$ cat src/rtl/fifo36e2_seq_ctrl_if.sv
// Enqueue/dequeue ready/valid handshake between the surrounding logic and the FIFO controller.
// master = the user side producing/consuming words, slave = the controller.
interface fifo36e2_seq_ctrl_if;
  logic enq_valid;
  logic enq_ready;
  logic deq_valid;
  logic deq_ready;

  modport master (
    output enq_valid,
    output deq_ready,
    input  enq_ready,
    input  deq_valid
  );

  modport slave (
    input  enq_valid,
    input  deq_ready,
    output enq_ready,
    output deq_valid
  );
endinterface

$ cat src/rtl/fifo36e2_seq_ctrl.sv
// Reset sequencer and enable gating for a common-clock FWFT FIFO36E2 wrapper:
// ASSERT -> WAIT (busy flags) -> SETTLE -> RUN, with occupancy count and sticky timeout flag.
module fifo36e2_seq_ctrl #(
  parameter int unsigned RST_CYCLES    = 5,
  parameter int unsigned SETTLE_CYCLES = 2,
  parameter int unsigned TIMEOUT       = 1024,
  parameter int unsigned DEPTH         = 512,
  parameter int unsigned CW            = $clog2(DEPTH + 1)
) (
  input  logic                  CLK,
  input  logic                  RST,
  input  logic                  clr,
  fifo36e2_seq_ctrl_if.slave    hs,
  output logic                  fifo_rst_n,
  output logic                  fifo_wren,
  output logic                  fifo_rden,
  input  logic                  fifo_empty_n,
  input  logic                  fifo_full_n,
  input  logic                  fifo_rdrstbusy,
  input  logic                  fifo_wrrstbusy,
  output logic                  ready,
  output logic [CW-1:0]         count,
  output logic                  err_timeout
);

  localparam int PW = 16;

  typedef enum logic [1:0] {
    StAssert,
    StWait,
    StSettle,
    StRun
  } state_e;

  state_e          state_q, state_d;
  logic [PW-1:0]   phase_q, phase_d;
  logic [CW-1:0]   count_q, count_d;
  logic            err_q, err_d;
  logic            enq_ready_c, deq_valid_c;
  logic            any_busy;

  assign any_busy = fifo_rdrstbusy | fifo_wrrstbusy;

  // State register
  always_ff @(posedge CLK) begin
    if (RST) begin
      state_q <= StAssert;
      phase_q <= '0;
      count_q <= '0;
      err_q   <= 1'b0;
    end else begin
      state_q <= state_d;
      phase_q <= phase_d;
      count_q <= count_d;
      err_q   <= err_d;
    end
  end

  // Next-state logic
  always_comb begin
    state_d = state_q;
    phase_d = phase_q + 1'b1;
    count_d = count_q;
    err_d   = err_q;
    unique case (state_q)
      StAssert: begin
        if (phase_q == PW'(RST_CYCLES - 1)) begin
          state_d = StWait;
          phase_d = '0;
        end
      end
      StWait: begin
        // Busy rises only after the reset edge, so the first WAIT cycle never exits.
        if ((phase_q != '0) && !any_busy) begin
          state_d = (SETTLE_CYCLES == 0) ? StRun : StSettle;
          phase_d = '0;
        end else if (phase_q == PW'(TIMEOUT - 1)) begin
          state_d = StAssert;
          phase_d = '0;
          err_d   = 1'b1;
        end
      end
      StSettle: begin
        if (phase_q == PW'(SETTLE_CYCLES - 1)) begin
          state_d = StRun;
          phase_d = '0;
        end
      end
      StRun: begin
        phase_d = '0;
        if (fifo_wren && !fifo_rden) begin
          count_d = (count_q == CW'(DEPTH)) ? count_q : count_q + 1'b1;
        end else if (fifo_rden && !fifo_wren) begin
          count_d = (count_q == '0) ? count_q : count_q - 1'b1;
        end
        // Handshakes qualified this cycle still complete; the flush clears the count.
        if (clr) begin
          state_d = StAssert;
          count_d = '0;
        end
      end
      default: begin
        state_d = StAssert;
        phase_d = '0;
        count_d = '0;
      end
    endcase
  end

  // Output logic
  always_comb begin
    fifo_rst_n  = (state_q != StAssert);
    ready       = (state_q == StRun);
    enq_ready_c = ready & fifo_full_n & ~fifo_wrrstbusy;
    deq_valid_c = ready & fifo_empty_n & ~fifo_rdrstbusy;
    fifo_wren   = hs.enq_valid & enq_ready_c;
    fifo_rden   = deq_valid_c & hs.deq_ready;
  end

  assign hs.enq_ready = enq_ready_c;
  assign hs.deq_valid = deq_valid_c;
  assign count        = count_q;
  assign err_timeout  = err_q;

`ifndef SYNTHESIS
  a_count_overflow : assert property (@(posedge CLK) disable iff (RST)
    !(fifo_wren && !fifo_rden && (count_q == CW'(DEPTH))));
  a_count_underflow : assert property (@(posedge CLK) disable iff (RST)
    !(fifo_rden && !fifo_wren && (count_q == '0)));
`endif

endmodule
$ cat src/flat_wrapper.sv
// flat-port wrapper written by rule: the top's interface ports become plain ports
module fifo36e2_seq_ctrl_flat 
#(
  parameter int unsigned RST_CYCLES    = 5,
  parameter int unsigned SETTLE_CYCLES = 2,
  parameter int unsigned TIMEOUT       = 1024,
  parameter int unsigned DEPTH         = 512,
  parameter int unsigned CW            = $clog2(DEPTH + 1)
)
  (CLK, RST, clr, fifo_rst_n, fifo_wren, fifo_rden, fifo_empty_n, fifo_full_n, fifo_rdrstbusy, fifo_wrrstbusy, ready, count, err_timeout, hs_enq_valid, hs_deq_ready, hs_enq_ready, hs_deq_valid);
  fifo36e2_seq_ctrl_if hs_i ();
  input  logic CLK;
  input  logic RST;
  input  logic clr;
  output logic fifo_rst_n;
  output logic fifo_wren;
  output logic fifo_rden;
  input  logic fifo_empty_n;
  input  logic fifo_full_n;
  input  logic fifo_rdrstbusy;
  input  logic fifo_wrrstbusy;
  output logic ready;
  output logic [CW-1:0] count;
  output logic err_timeout;
  input wire logic [$bits(hs_i.enq_valid)-1:0] hs_enq_valid;
  input wire logic [$bits(hs_i.deq_ready)-1:0] hs_deq_ready;
  output wire logic [$bits(hs_i.enq_ready)-1:0] hs_enq_ready;
  output wire logic [$bits(hs_i.deq_valid)-1:0] hs_deq_valid;
  assign hs_i.enq_valid = hs_enq_valid;
  assign hs_i.deq_ready = hs_deq_ready;
  assign hs_enq_ready = hs_i.enq_ready;
  assign hs_deq_valid = hs_i.deq_valid;
  fifo36e2_seq_ctrl #(.RST_CYCLES(RST_CYCLES), .SETTLE_CYCLES(SETTLE_CYCLES), .TIMEOUT(TIMEOUT), .DEPTH(DEPTH), .CW(CW)) u_core (.CLK(CLK), .RST(RST), .clr(clr), .hs(hs_i), .fifo_rst_n(fifo_rst_n), .fifo_wren(fifo_wren), .fifo_rden(fifo_rden), .fifo_empty_n(fifo_empty_n), .fifo_full_n(fifo_full_n), .fifo_rdrstbusy(fifo_rdrstbusy), .fifo_wrrstbusy(fifo_wrrstbusy), .ready(ready), .count(count), .err_timeout(err_timeout));
endmodule
$ cat config.mk
export PLATFORM = sky130hd
export DESIGN_NAME = fifo36e2_seq_ctrl_flat
export DESIGN_NICKNAME = d
export VERILOG_FILES = /design/src/rtl/fifo36e2_seq_ctrl_if.sv /design/src/rtl/fifo36e2_seq_ctrl.sv /design/src/flat_wrapper.sv
export SDC_FILE = /design/constraint.sdc
export NUM_CORES = 1
export LEC_CHECK = 0
export BUFFER_PORTS_ARGS = -buffer_cell sky130_fd_sc_hd__clkbuf_2
export CORE_UTILIZATION = 45
export DETAILED_ROUTE_END_ITERATION = 12
export PLACE_DENSITY = 0.64
export SETUP_SLACK_MARGIN = 0.1
export SYNTH_ARGS = -nofsm -noshare
export SYNTH_HDL_FRONTEND = slang
export SYNTH_SLANG_ARGS = --single-unit
$ cat constraint.sdc
create_clock -name CLK -period 2.47 [get_ports CLK]
set_input_delay 0.1235 -clock CLK [delete_from_list [all_inputs] [get_ports CLK]]
set_output_delay 0.1235 -clock CLK [all_outputs]
set_load 0.03 [all_outputs]
Word-level counts from Yosys, hierarchy flattened
Index checks and enable logic that the tools add are counted.

word-level totals
  flip-flop bits (word level) = 29
  word-level logic and storage cells = 60
  bits of input ports = 9

cells by class
  bitwise gates (word level) = 10
  multiplexer cells = 16
  add/sub/neg operators = 3
  equality and inequality tests = 13
  reduce and logical (&&, ||, !) cells = 14

operators with widths
  kind                                                   number
  two-way mux 16 bit                                     4
  case mux 16 bit (4 select lines)                       1
  two-way mux 10 bit                                     5
  adder 16 x 1 -> 16 bit, second input constant          1
  equality test 16 x 1 -> 1 bit, second input constant   1
  equality test 16 x 10 -> 1 bit, second input constant  1
  equality test 16 x 3 -> 1 bit, second input constant   1
  nonzero test 16 bit                                    1
  adder 10 x 1 -> 10 bit, second input constant          1
  equality test 10 bit, second input constant            1
  logical NOT 10 bit                                     1
  two-way mux 2 bit                                      5
  subtractor 10 x 1 -> 10 bit, second input constant     1
  case mux 2 bit (4 select lines)                        1
  AND reduction 4 bit                                    2
  AND 1 bit                                              6
  equality test 2 bit, second input constant             2
  != test 2 x 1 -> 1 bit, second input constant          2
  logical AND 1 bit                                      3
  logical NOT 1 bit                                      3
  != test 3 x 1 -> 1 bit, second input constant          1
  != test 3 x 2 -> 1 bit, second input constant          1
  != test 3 bit, second input constant                   1
  NOT 1 bit                                              3
  7 further kinds                                        7

Depth between registers and ports, before layout
  depth after elaboration = 9
  gate-level depth with buffers = 11
  gate-level depth less buffers = 10

Least setup slack after synthesis
OpenSTA, ideal clock, no wires.

  path type = flip-flop to flip-flop
  from = register u_core.state_q[0]
  to = register u_core.count_q[9], in the netlist u_core.count[9]
  stages on the path, launching flop included = 11
  path buffers = 0
  arrival time = 2610 ps
  period minus slack after synthesis = 2706 ps
  setup slack = -236 ps
  cell sequence = dfxtp_1 > and4b_4 > o211a_4 > inv_2 > ha_1 > a211oi_1 > nor3_1 > nor2_1 > mux2_2 > a2111o_1 > o311ai_1

on the way
  cells in the longest elaborated chain, start to end = 8
  elaborated cells between the ends (all ways) = 17
  classes of those cells = eq/ne (3); mux (2); bitwise (6); reduce/logical (6)

RTL lines
  what                                  line                      RTL
  from (decl)                           fifo36e2_seq_ctrl.sv:35   state_e state_q, state_d;
  from (signal assigned)                fifo36e2_seq_ctrl.sv:47   state_q <= StAssert;
  from (signal assigned)                fifo36e2_seq_ctrl.sv:52   state_q <= state_d;
  equality test 2 bit (*)               fifo36e2_seq_ctrl.sv:113  ready = (state_q == StRun);
  AND 1 bit (*) (2 in series)           fifo36e2_seq_ctrl.sv:114  enq_ready_c = ready & fifo_full_n & ~fifo_wrrstbusy;
  named net hs_enq_ready                flat_wrapper.sv:27        output wire logic [$bits(hs_i.enq_ready)-1:0] hs_enq_ready;
  AND 1 bit (*)                         fifo36e2_seq_ctrl.sv:116  fifo_wren = hs.enq_valid & enq_ready_c;
  logical NOT 1 bit                     fifo36e2_seq_ctrl.sv:93   end else if (fifo_rden && !fifo_wren) begin
  logical AND 1 bit                     fifo36e2_seq_ctrl.sv:93
  nonzero test 3 bit (no source line)   n/a
  AND reduction 4 bit (no source line)  n/a
  to (signal assigned)                  fifo36e2_seq_ctrl.sv:54   count_q <= count_d;
  to (decl)                             fifo36e2_seq_ctrl.sv:37   logic [CW-1:0] count_q, count_d;

The timed path passes the listed nets; every way through them passes the cells marked *.
A chain may end at the register's enable or synchronous reset.

==> results.sh <==
export IMPL_grt_max_degree=18
export IMPL_netSwitchingFraction_pct=23.4
export IMPL_wl_met2_um=1980
export IMPL_crit_fanout=9
export IMPL_ir_drop_v=0.000372
export IMPL_required_time_at_the_worst_slack_endpoint_ns=2.66
export IMPL_crit_slowest_cell="dfxtp_2"
export IMPL_drt_pass1_iter_count=4
export IMPL_drcViolationCount=0
export IMPL_boundaryPins=26
export IMPL_routed_via_density=5.34
export IMPL_setup_viol=0
export IMPL_fp_dieArea_um2=4370
export IMPL_share_of_synthesized_cell_area_in_full_adder_half_adder_and_majority_cells_pct=8.53
export IMPL_synth_edf_count=0
export IMPL_tightestPinTransition_ns=0.556
export IMPL_muxShareOfSynthArea_pct=0.609
export IMPL_yosys_area_share_simple_pct=27.0
export IMPL_cp_cell_sequence="and4b_4, o211a_4, inv_8, ha_4, a211oi_4, nor3_1, nor2_1, mux2_4, a2111o_1, o311ai_1"
export IMPL_drtIter0Drc=80
export IMPL_clk_path_buf_depth=2
export IMPL_final_clock_skew_ns=0.00592
export IMPL_n_antenna_cell=0
export IMPL_outcome="finished clean"
export IMPL_drv_slew=0
export IMPL_final_min_clock_period_ns=2.39
export IMPL_antenna_found_initial=0
export IMPL_share_seq_of_total_power_pct=44.3
export IMPL_setup_repair_after_global_routing_missed_its_margin="yes"
export IMPL_rr_worst_depth=10
export IMPL_clk_pin_slew_worst_paths_ns=0.07
export IMPL_grt_use_total_pct=21.0
export IMPL_holdBufCountCts=0
export IMPL_worst_slew_margin_rel_pct=62.6
export IMPL_stage_delay_of_the_slowest_cell_on_the_critical_path_ns=0.36
export IMPL_post_drt_wl_per_cell_um=13.1
export IMPL_fp_row_count=22
export IMPL_remaining_antenna_violation_count_after_routing=0
export IMPL_setup_worst_path_end_class="flop"
export IMPL_worstSkewPairLatency_ns=0.28
export IMPL_netSwitchingPower_mw=0.258
export IMPL_wl_met1_um=1880
export IMPL_power_per_cell_area_nw_per_um2=469
export IMPL_chipWidth_um=66.1
export IMPL_post_synth_top_count_cell="nor2_1"
export IMPL_synthFlopType="dfxtp_1"
export IMPL_achievable_frequency_mhz=419
export IMPL_coreArea_um2=3800
export IMPL_yosys_cell_types_count=48
export IMPL_postRouteWirelength_um=4050
export IMPL_worstHoldPathCells=2
export IMPL_power_mw=1.11
export IMPL_synthesis_yosys_warnings=0
export IMPL_cap_viol_max_count=0
export IMPL_cts_htree_levels=2
export IMPL_start_kind="flop"
export IMPL_place_hpwl_um=2940
export IMPL_clockRootBuffer="clkbuf_8"
export IMPL_ys_top_cells_by_area="dfxtp_1 31%, ha_1 7.4%, nor2_1 6.7%"
export IMPL_finalWorstSetupSlack_ns=0.0823
export IMPL_ys_async_sr_fraction_pct=0
export IMPL_hold_violations=0
export IMPL_synth_top_family_by_area="simple AND/OR/NAND/NOR gates"
export IMPL_synth_largest_area_cell="dfxtp_1"
export IMPL_grt_pass1_wl_um=6930
export IMPL_post_synth_most_frequent_cells="33 x nor2_1, 29 x dfxtp_1, 13 x a21oi_1, 13 x o21ai_0, 12 x inv_1"
export IMPL_synth_compound_area_share_pct=18.3
export IMPL_initial_core_util_pct=48.7
export IMPL_syn_instance_count=219
export IMPL_power_share_combinational_pct=8.9
export IMPL_critical_path_class="reg2reg"
export IMPL_post_synthesis_sequential_area_ratio_pct=31.4
export IMPL_avgSynthCellArea_um2=8.44
export IMPL_finalSetupTns_ns=0
export IMPL_via_count=1646
export IMPL_dpl_worst_slack_ns=0.00863
export IMPL_grt_ovf=0
export IMPL_synthesis_area_um2=1850
export IMPL_final_weighted_congestion_in_routability_driven_placement=0.832
export IMPL_routed_top_layer="met4"
export IMPL_worst_endpoint_arrival_ns=2.58
export IMPL_syn_num_nets=240
export IMPL_yosys_register_bits=29
export IMPL_hold_path_class="in2reg"
export IMPL_die_h_um=66.1
export IMPL_p_leak_nw=0.983
export IMPL_power_report_internal_total_mw=0.847
export IMPL_drive_above_1_share_pct=28.5
export IMPL_wl_met3_um=112
export IMPL_syn2layout_area_growth_pct=27.4
export IMPL_via_count_of_the_first_global_routing_pass=1586
export IMPL_num_fill_cells=340
export IMPL_core_util_final_pct=62.0
export IMPL_clkSinkCount=29
export IMPL_final_net_count=280
export IMPL_fin_crit_sh_pct=96.7
export IMPL_port_buffer_count=25
export IMPL_clock_network_fraction_of_design_power_pct=46.7
export IMPL_synthXorXnorAreaFrac_pct=9.47
export IMPL_cts_inserted_buffers=5
export IMPL_synth_top_cell_area_share_pct=31.4
export IMPL_tritoncts="done"
-- sequential cells by signal, indices dropped and copies added (netlist names), named ones only --
name,flops
u_core.err_timeout,1
u_core.phase_q,16
u_core.state_q,1
u_core.count,10
-- stage by stage --
| stage | hold slack, ns | instance area (µm²) | std cells |
|---|---|---|---|
| finish | 0.252 | 2360 | 308 |
| global route | 0.275 | 2360 | 308 |
| CTS | 0.251 | 2330 | 308 |
| detailed placement | 0.464 | 2150 | 293 |
| global placement | 0.455 | 2150 | 293 |
| floorplan | 0.257 | 1960 | 219 |
-- power groups by stage --
stage	clock (mW)	sequential, mW	combinational (mW)
global placement	0	0.502	0.0950
global route	0.550	0.491	0.114
finish	0.516	0.490	0.0987
floorplan	0	0.501	0.0694
detailed placement	0	0.502	0.0976
CTS	0.531	0.490	0.101
-- worst paths after layout --
| path | start | end | slack [ns] |
|---|---|---|---|
| hold / removal | RST | u_core.state_q[0] | 0.25 |
| hold reg to reg | u_core.err_timeout | u_core.err_timeout | 0.47 |
| setup reg to reg | flop | u_core.count[9] | 0.08 |
| setup / recovery | flop | u_core.count[9] | 0.08 |
-- repair_timing --
action / 4_1_cts / 5_1_grt
setup endpoints to repair: 4 / 4
setup buffers: 7 / 0
pin swaps: 3 / 4
resized for setup: 3 / 6
-- worst max-delay path, delay by kind of cell (launching register included) --
family | cells | cell delay, ns
AOI/OAI and AO/OA | 4 | 0.84
adders and majority gates | 1 | 0.23
buffers and inverters | 1 | 0.07
DFF | 1 | 0.36
muxes | 1 | 0.32
and+or+nand+nor | 3 | 0.47
-- layout by cell type, fill, tap and decap left out, types with 9 or more instances in the layout --
cell and count:
a21oi_1 12, nor3_1 9, inv_1 12, o21ai_0 10, buf_4 13, nor2_1 33, clkbuf_2 25, xor2_1 11
xnor2_1 9, dfxtp_1 27
-- cell families (layout without fill, tap and decap cells) --
| kind of cell | after synthesis | after routing |
|---|---|---|
| AO/OA/AOI/OAI | 48 | 48 |
| flip-flops | 29 | 29 |
| multiplexers | 1 | 1 |
| XOR/XNOR | 20 | 20 |
| AND/OR/NAND/NOR | 91 | 91 |
| buffers and inverters | 18 | 59 |
| adder cells (fa/ha/maj) | 12 | 12 |
-- routing by layer --
metal  GRT usage, %  up-vias
met2           35.6       17
met5              0        -
li1               -      868
met4           9.31        0
met3           5.00        8
met1           24.8      753
-- final cells by class --
cell class | instances | area, µm² | share of cell area (%)
Multi-Input combinational cell | 172 | 1310 | 55.7
Sequential cell | 29 | 586 | 24.9
Timing Repair Buffer | 38 | 223 | 9.45
Clock buffer | 6 | 82.6 | 3.51
Tap cell | 48 | 60.1 | 2.55
Inverter | 13 | 56.3 | 2.39
Clock inverter | 2 | 37.5 | 1.59
Note: power is estimated with default switching activity, not from simulation.
